`src/rtl/wav_reset_seq.sv`:
```
// wav_reset_seq: sequenced release of NUM_CH active-high channel resets.
// After the block reset is synchronised away, channels are released in index
// order. Each enabled channel waits ch_delay[i] cycles. Disabled channels are
// skipped and left held in reset. A DFT override drives every channel reset
// from scan_asyncrst_ctrl while scan_mode is high.
//
// Ports:
//   clk                 block clock, rising edge
//   reset_n             async-assert, active-low block reset
//   scan_mode           DFT override enable
//   scan_asyncrst_ctrl  value forced onto ch_reset_out in scan
//   sw_reset            synchronous level request to restart the sequence
//   ch_enable[NUM_CH]   per-channel include (0 = held in reset, skipped)
//   ch_delay            channel i release delay at [i*CNT_W +: CNT_W]
//   ch_reset_out        active-high reset per channel
//   seq_done            all enabled channels released
//   seq_state           FSM state: RESET=00, COUNT=01, DONE=10
module wav_reset_seq #(
  parameter int unsigned NUM_CH      = 4,
  parameter int unsigned CNT_W       = 8,
  parameter int unsigned SYNC_STAGES = 2
) (
  input  logic                      clk,
  input  logic                      reset_n,
  input  logic                      scan_mode,
  input  logic                      scan_asyncrst_ctrl,
  input  logic                      sw_reset,
  input  logic [NUM_CH-1:0]         ch_enable,
  input  logic [NUM_CH*CNT_W-1:0]   ch_delay,
  output logic [NUM_CH-1:0]         ch_reset_out,
  output logic                      seq_done,
  output logic [1:0]                seq_state
);

  localparam int unsigned IDX_W = (NUM_CH > 1) ? $clog2(NUM_CH) : 1;
  localparam logic [IDX_W-1:0] LAST_IDX = IDX_W'(NUM_CH - 1);

  typedef enum logic [1:0] {
    ST_RESET = 2'b00,
    ST_COUNT = 2'b01,
    ST_DONE  = 2'b10
  } state_e;

  state_e                 state_q, state_d;
  logic [IDX_W-1:0]       idx_q, idx_d, nxt_idx;
  logic [CNT_W-1:0]       cnt_q, cnt_d;
  logic [NUM_CH-1:0]      ch_rst_q, ch_rst_d;
  logic                   done_q, done_d;
  logic [SYNC_STAGES-1:0] sync_q;
  logic                   rst_sync_n;
  logic [CNT_W-1:0]       delay_arr [NUM_CH];

  // Unpack the flat delay bus into one entry per channel.
  for (genvar g = 0; g < NUM_CH; g++) begin : g_delay
    assign delay_arr[g] = ch_delay[g*CNT_W +: CNT_W];
  end

  // Reset synchroniser: asserts immediately, deasserts after SYNC_STAGES edges.
  always_ff @(posedge clk or negedge reset_n) begin
    if (!reset_n) begin
      sync_q <= '0;
    end else begin
      sync_q <= {sync_q[SYNC_STAGES-2:0], 1'b1};
    end
  end

  assign rst_sync_n = sync_q[SYNC_STAGES-1];

  // State, index, counter and registered outputs.
  always_ff @(posedge clk or negedge reset_n) begin
    if (!reset_n) begin
      state_q  <= ST_RESET;
      idx_q    <= '0;
      cnt_q    <= '0;
      ch_rst_q <= '1;
      done_q   <= 1'b0;
    end else begin
      state_q  <= state_d;
      idx_q    <= idx_d;
      cnt_q    <= cnt_d;
      ch_rst_q <= ch_rst_d;
      done_q   <= done_d;
    end
  end

  // Next-state and next-output logic.
  always_comb begin
    state_d  = state_q;
    idx_d    = idx_q;
    cnt_d    = cnt_q;
    ch_rst_d = ch_rst_q;
    done_d   = done_q;
    nxt_idx  = idx_q + IDX_W'(1);

    // A pending reset (sync or software) beats any release on the same edge.
    if (!rst_sync_n || sw_reset) begin
      state_d  = ST_RESET;
      idx_d    = '0;
      cnt_d    = '0;
      ch_rst_d = '1;
      done_d   = 1'b0;
    end else begin
      unique case (state_q)
        ST_RESET: begin
          state_d  = ST_COUNT;
          idx_d    = '0;
          cnt_d    = delay_arr[0];
          ch_rst_d = '1;
          done_d   = 1'b0;
        end
        ST_COUNT: begin
          if (ch_enable[idx_q] && (cnt_q != '0)) begin
            cnt_d = cnt_q - CNT_W'(1);
          end else begin
            // Release (if enabled) and move on; disabled channels cost one cycle.
            if (ch_enable[idx_q]) begin
              ch_rst_d[idx_q] = 1'b0;
            end
            if (idx_q == LAST_IDX) begin
              state_d = ST_DONE;
              done_d  = 1'b1;
            end else begin
              idx_d = nxt_idx;
              cnt_d = delay_arr[nxt_idx];
            end
          end
        end
        ST_DONE: begin
          state_d = ST_DONE;
        end
        default: begin
          state_d  = ST_RESET;
          ch_rst_d = '1;
          done_d   = 1'b0;
        end
      endcase
    end
  end

  // Scan override is purely combinational; the sequencer keeps running beneath it.
  assign ch_reset_out = scan_mode ? {NUM_CH{scan_asyncrst_ctrl}} : ch_rst_q;
  assign seq_done     = done_q & ~scan_mode;
  assign seq_state    = state_q;

endmodule

```
`config.mk`:
```
export PLATFORM = sky130hd
export DESIGN_NAME = wav_reset_seq
export DESIGN_NICKNAME = d
export VERILOG_FILES = /design/src/rtl/wav_reset_seq.sv
export SDC_FILE = /design/constraint.sdc
export NUM_CORES = 1
export LEC_CHECK = 0
export BUFFER_PORTS_ARGS = -buffer_cell sky130_fd_sc_hd__buf_2
export CORE_MARGIN = 3
export CORE_UTILIZATION = 35
export CTS_BUF_LIST = sky130_fd_sc_hd__clkbuf_4 sky130_fd_sc_hd__clkbuf_8 sky130_fd_sc_hd__clkbuf_16
export DETAILED_ROUTE_END_ITERATION = 12
export PLACE_DENSITY_LB_ADDON = 0.15
export SLEW_MARGIN = 20
export SYNTH_ARGS = -nofsm -noshare
export SYNTH_HDL_FRONTEND = slang
export SYNTH_SLANG_ARGS = --single-unit
```
`constraint.sdc`:
```
create_clock -name clk -period 2.3 [get_ports clk]
set_clock_uncertainty 0.1 [all_clocks]
set_input_delay 0.115 -clock clk [delete_from_list [all_inputs] [get_ports clk]]
set_output_delay 0.115 -clock clk [all_outputs]
set_load 0.01 [all_outputs]
```
==> metrics, run 1 <==
status=complete, no violations; largest net degree at the start of global routing=20; Hold EP=cnt_q[0]; Die ar.=0.00529 sq mm; Pre-antenna DRT Iters=5; cell taking the most area after synthesis=dfrtp_1; P_leak=0.946 nW; Worst path slowest cell=or4_4; Yosys top cell area share=24.1%; Mapped Area=0.00156 sq mm; Startpoint Class=flip-flop; cell class contributing the biggest share of worst-path delay=simple AND/OR/NAND/NOR gates; via count=1509; Post-synth EDFFs=0; hold_sp=ch_delay[0]; FP Rows=23; # diodes=0; register area=480 sq um; Slew HR=57.9%; Detailed Route Iter0 Violations=142; cts bufs inserted=3; first-pass GRT wire length=7490 microns; Crit Path Category=flip-flop to flip-flop; r2r setup slk=0.09 ns; Worst Setup End Kind=flip-flop; DRC Markers=0; Die W=72.8 microns; DIE HEIGHT=72.8 microns; final setup margin=0.0866 ns; critical path data required time=2.36 ns; Syn Area/Cell=9.75 sq um; GRT Residual Overflow=0; clock slew at reported path FFs=0.08 ns; GP Congestion=0.924; Hold WC Path Type=primary input to flip-flop; final hold violation count=0; all-layer global routing usage=18.4%; # setup viols final=0; Routed Antenna Nets=0; PortBufs=47; Achievable Freq=452 MHz; hold path cells=3; Slew Limit Fails=0; worst slew pin tran=0.625 ns; CTS tree=done; Clk Latency, worst-skew pair=0.26 ns; layout cells sized above 1=43.5%; CP Buf/Inv Count=1; FF+latch count, synth=19; WP data arrival=2.27 ns; VDD IR max=0.247 mV; Initial Utilization=37.7%; max cap viols=0; CP max FO=6; Tcrit/Tclk final=96.2%; Worst R2R Path Depth=6; vias in the first global route=1577; Power Density=451 mW/mm^2; Layout area overhead=31.1%; Synth area leaders=dfrtp_1 24%, mux4_2 13%, ha_1 8.0%, dfstp_2 6.7%, o21ai_0 4.8%; clk sinks=19; Avg WL per Cell=16.7 microns; critical path cell sequence=or4_4, buf_4, nor4_1, mux2i_1, o21ai_0, a22o_2; root buffer cell=clkbuf_8; post-synthesis cell count=160; Placed Cells=267; Finished Layout Cells=273; Multi-input gate area=996 sq um; register area share after synthesis=30.8%; Filler Cell Count=417; min Tclk post-route=2.21 ns; main flop type after synthesis=dfrtp_1; fin nets=275; core footprint=0.00414 sq mm; library cells used by synthesis=52; asr flop ratio synth=100%; pre-CTS WS=0.0335 ns; unrepaired setup endpoints after global routing=no; vias per cell=5.53; H-tree Lvls=1; routed wire length=4550 microns; # IOs=48; top post-synthesis cells by count=17 x nand2_1, 15 x dfrtp_1, 15 x o21ai_0; Post-DP HPWL=3660 microns; most frequent cell after synthesis=nand2_1; maximum clock path buffer count=2; antenna violations before repair=0; Critical R2R Capture=cnt_q[7]; worst r2r src=cnt_q[3]; crit-path max cell delay=0.60 ns; Syn Nets=211; setup TNS=0 ns; Synthesis Warnings=0
[per-layer routing]
layer | vias up | track usage [%] | part of all wire, %
met3 | 2 | 3.44 | 4.1
li1 | 724 | - | -
met5 | - | 0 | 0
met2 | 33 | 30.4 | 51
met4 | 0 | 5.12 | 0.53
met1 | 750 | 24.7 | 45
[cell usage in the layout, fill, tap and decap left out, types with 2 or more instances in the layout]
cell       synthesis  routed
buf_2              3      47
buf_4              0      19
nand2_1           17      17
o21ai_0           15      15
dfrtp_1           15      15
inv_1             13      13
mux4_2             9       9
ha_1              10       9
nor2_1             5       5
a21oi_1            4       4
a22o_2             4       4
a21o_1             4       4
dfstp_2            4       4
nor2b_1            3       3
nand3_1            3       3
nor4_1             3       3
nor3_1             3       3
clkbuf_8           0       3
nand2b_1           2       2
o2111ai_1          2       2
o31ai_1            2       2
xor2_1             2       2
o211ai_1           2       2
a31oi_1            2       2
[cell type report]
type	count	share of cell area, %
Multi-Input combinational cell	118	48.7
Clock buffer	3	2.02
Timing Repair Buffer	68	19.9
Clock inverter	1	0.245
Sequential cell	19	23.5
Tap cell	50	3.06
Inverter	14	2.57
[timing repair]
action	4_1_cts	5_1_grt
hold buffers	1	0
setup buffers	0	1
endpoints found under the setup margin	0	10
hold endpoints to repair	15	0
resized for setup	0	3
[metrics by stage]
stage | hold WS (ns) | util [%] | power (mW) | instance area (sq um)
after floorplan | -0.281 | - | 0.555 | 1570
after global routing | 0.0910 | 49.4 | 0.977 | 2050
after CTS | 0.0750 | 48.7 | 0.925 | 2020
after detailed placement | -0.00144 | 47.3 | 0.675 | 1960
final | 0.0777 | 49.4 | 0.922 | 2050
after global placement | -0.00974 | 47.3 | 0.671 | 1960
[sequential cells by signal (all words and copies together), names as in the netlist]
name       flops
ch_rst_q       4
cnt_q          8
done_q         1
idx_q          2
seq_state      2
sync_q         2
[kinds of logic (layout without fill, tap and decap cells)]
kind of cell | count (synthesis) | after routing | synth area share [%]
buf+inv | 23 | 86 | 6.74
xor+xnor | 3 | 3 | 1.68
flops | 19 | 19 | 30.8
mux | 10 | 10 | 13.6
simple gates | 43 | 43 | 13.8
compound gates | 51 | 51 | 25.1
fa+ha+maj | 10 | 10 | 8.02
other cells | 1 | 1 | 0.240
[power by group]
part / switching [mW] / internal, mW / total, mW / leakage [nW]
combinational: 0.163 / 0.153 / 0.317 / 0.678
clock: 0.122 / 0.121 / 0.243 / 0.0255
sequential: 0.0138 / 0.348 / 0.362 / 0.242
total: 0.300 / 0.622 / 0.922 / 0.946
[worst min-delay path, stage by stage]
cell	delay, ns
buf_2	0.09
a31oi_1	0.07
o21ai_0	0.13
[how the worst max path moves through the flow]
stage	startpoint	end	slack (ns)	cells after the start
floorplan	idx_q[0]	cnt_q[6]	0.005	8
global placement	cnt_q[3]	cnt_q[5]	0.02	5
detailed placement	cnt_q[3]	cnt_q[5]	0.03	5
CTS	cnt_q[3]	cnt_q[5]	0.02	5
global route	cnt_q[3]	cnt_q[3]	0.03	6
finish	cnt_q[3]	cnt_q[7]	0.09	6
Note: power is estimated with default switching activity, not from simulation.
==> run 2: changes to the inputs <==
--- a/config.mk
+++ b/config.mk
@@ -7,9 +7,10 @@
 export LEC_CHECK = 0
 export BUFFER_PORTS_ARGS = -buffer_cell sky130_fd_sc_hd__buf_2
 export CORE_MARGIN = 3
-export CORE_UTILIZATION = 35
+export CORE_UTILIZATION = 46
 export CTS_BUF_LIST = sky130_fd_sc_hd__clkbuf_4 sky130_fd_sc_hd__clkbuf_8 sky130_fd_sc_hd__clkbuf_16
 export DETAILED_ROUTE_END_ITERATION = 12
+export GPL_TIMING_DRIVEN = 0
 export PLACE_DENSITY_LB_ADDON = 0.15
 export SLEW_MARGIN = 20
 export SYNTH_ARGS = -nofsm -noshare
==> run 2 against run 1 <==
  * Wire length shrank 5.1%
  * Global-route usage grew 3.3 points
  * Critical path depth grew 2
  * Sequential power is essentially flat
  * Core utilization grew 15 points
  * Critical endpoint is now cnt_q[6]
  * Design area shrank 0.67%
  * Non-clock buffer count shrank 1
==> metrics, run 2 (synthesis results as in run 1) <==
status=complete, no violations; most frequent cells in the layout=49 x buf_2, 17 x nand2_1, 15 x o21ai_0, 13 x inv_1; fin nets=274; Slew Limit Fails=0; dpl cell area=0.00186 sq mm; root buffer cell=clkbuf_4; all-layer global routing usage=21.7%; Slew HR=59.6%; Finished Layout Cells=266; PortBufs=47; VDD IR max=0.219 mV; Post-DP HPWL=3180 microns; worst hold slack=0.0382 ns; CTS tree=done; Crit Path Category=flip-flop to flip-flop; Routed Antenna Nets=0; worst slew pin tran=0.600 ns; Die W=64.2 microns; Hold WC Path Type=primary input to flip-flop; H-tree Lvls=1; register area=487 sq um; r2r setup slk=0.09 ns; unrepaired setup endpoints after global routing=no; max reg flops=8; Power Density=422 mW/mm^2; Design Area, Final=0.00203 sq mm; Die ar.=0.00413 sq mm; Clk Latency, worst-skew pair=0.31 ns; Finished Core Util=64.4%; P_leak=0.924 nW; Achievable Freq=452 MHz; first-pass GRT wire length=7000 microns; GP Congestion=0.827; # setup viols final=0; DIE HEIGHT=64.2 microns; setup TNS=0 ns; routed wire length=4320 microns; clk sinks=19; largest net degree at the start of global routing=20; # diodes=0; Pre-antenna DRT Iters=4; Tcrit/Tclk final=96.1%; Detailed Route Iter0 Violations=98; cts bufs inserted=3; via count=1507; Worst Setup End Kind=flip-flop; maximum clock path buffer count=2; Initial Utilization=49.5%; Placed Cells=251; core footprint=0.00315 sq mm; max cap viols=0; clock slew at reported path FFs=0.12 ns; Multi-input gate area=996 sq um; vias in the first global route=1553; GRT Residual Overflow=0; Layout area overhead=30.2%; vias per cell=5.67; final hold violation count=0; # IOs=48; largest register by flop count=cnt_q; antenna violations before repair=0; Filler Cell Count=277; CP max FO=5; WP data arrival=2.32 ns; min Tclk post-route=2.21 ns; leading cell type in the layout, fill and taps excluded=buf_2; DRC Markers=0; layout cells sized above 1=45.0%; Avg WL per Cell=16.2 microns; top flop regs=cnt_q x8, ch_rst_q x4; FP Rows=20; critical path data required time=2.41 ns; Startpoint Class=flip-flop
[run 2: cell count changes in the layout (fill, tap and decap cells not counted), moves of 2 or more]
cell,change
buf_2,+2
buf_8,+2
buf_6,+2
dfrtp_1,-5
dfrtp_2,+5
buf_4,-9
clkbuf_4,+3
clkbuf_8,-3
[run 2: area by class of cell]
class | count | share of cell area [%]
multi-input combinational | 118 | 49.0
sequential | 19 | 24.0
timing repair buffer | 59 | 16.7
buffer | 8 | 3.45
inverter | 14 | 2.77
tap | 44 | 2.71
clock buffer | 3 | 1.11
clock inverter | 1 | 0.246
[run 2: worst max-delay path, cell delays in order, from the launching register on]
cell and delay [ns]:
dfrtp_2 0.40, buf_8 0.10, inv_1 0.07, ha_4 0.28, buf_8 0.13, mux4_2 0.51
o21ai_1 0.13, a21oi_1 0.06, o311a_1 0.35
[run 2: what timing repair did]
action | 4_1_cts | 5_1_grt
endpoints found under the setup margin | 10 | 12
hold endpoints to repair | 19 | 0
hold buffers | 1 | 0
pin swaps | 1 | 3
buffers inserted | 7 | 4
cloned | 0 | 0
resized for setup | 8 | 3
[run 2: final timing paths]
kind                       cells after the start         to   startpoint
max in group asynchronous                      2   cnt_q[0]      reset_n
min reg2reg                                    0  sync_q[1]    sync_q[0]
min                                            3   cnt_q[2]  ch_delay[2]
min in group asynchronous                      2     done_q      reset_n
max                                            8   cnt_q[6]     idx_q[0]
max reg2reg                                    8   cnt_q[6]     idx_q[0]
[run 2: report_power, final]
part,total (mW),switching (mW),internal (mW)
clock,0.187,0.121,0.0652
sequential,0.364,0.0143,0.349
combinational,0.307,0.160,0.147
[run 2: metal layers]
| metal | GRT usage (%) | routed length [microns] | part of all wire [%] |
|---|---|---|---|
| met1 | 27.7 | 1840 | 43 |
| met2 | 37.5 | 2120 | 49 |
| met3 | 2.46 | 222 | 5.1 |
| met4 | 8.44 | 127 | 2.9 |
| met5 | 0 | 0 | 0 |
[run 2: through the flow]
step | power [mW] | worst slack [ns]
floorplan | 0.555 | 0.00505
global placement | 0.637 | -0.154
detailed placement | 0.647 | -0.221
CTS | 0.850 | 0.000527
global route | 0.902 | 0.00619
finish | 0.857 | 0.0896
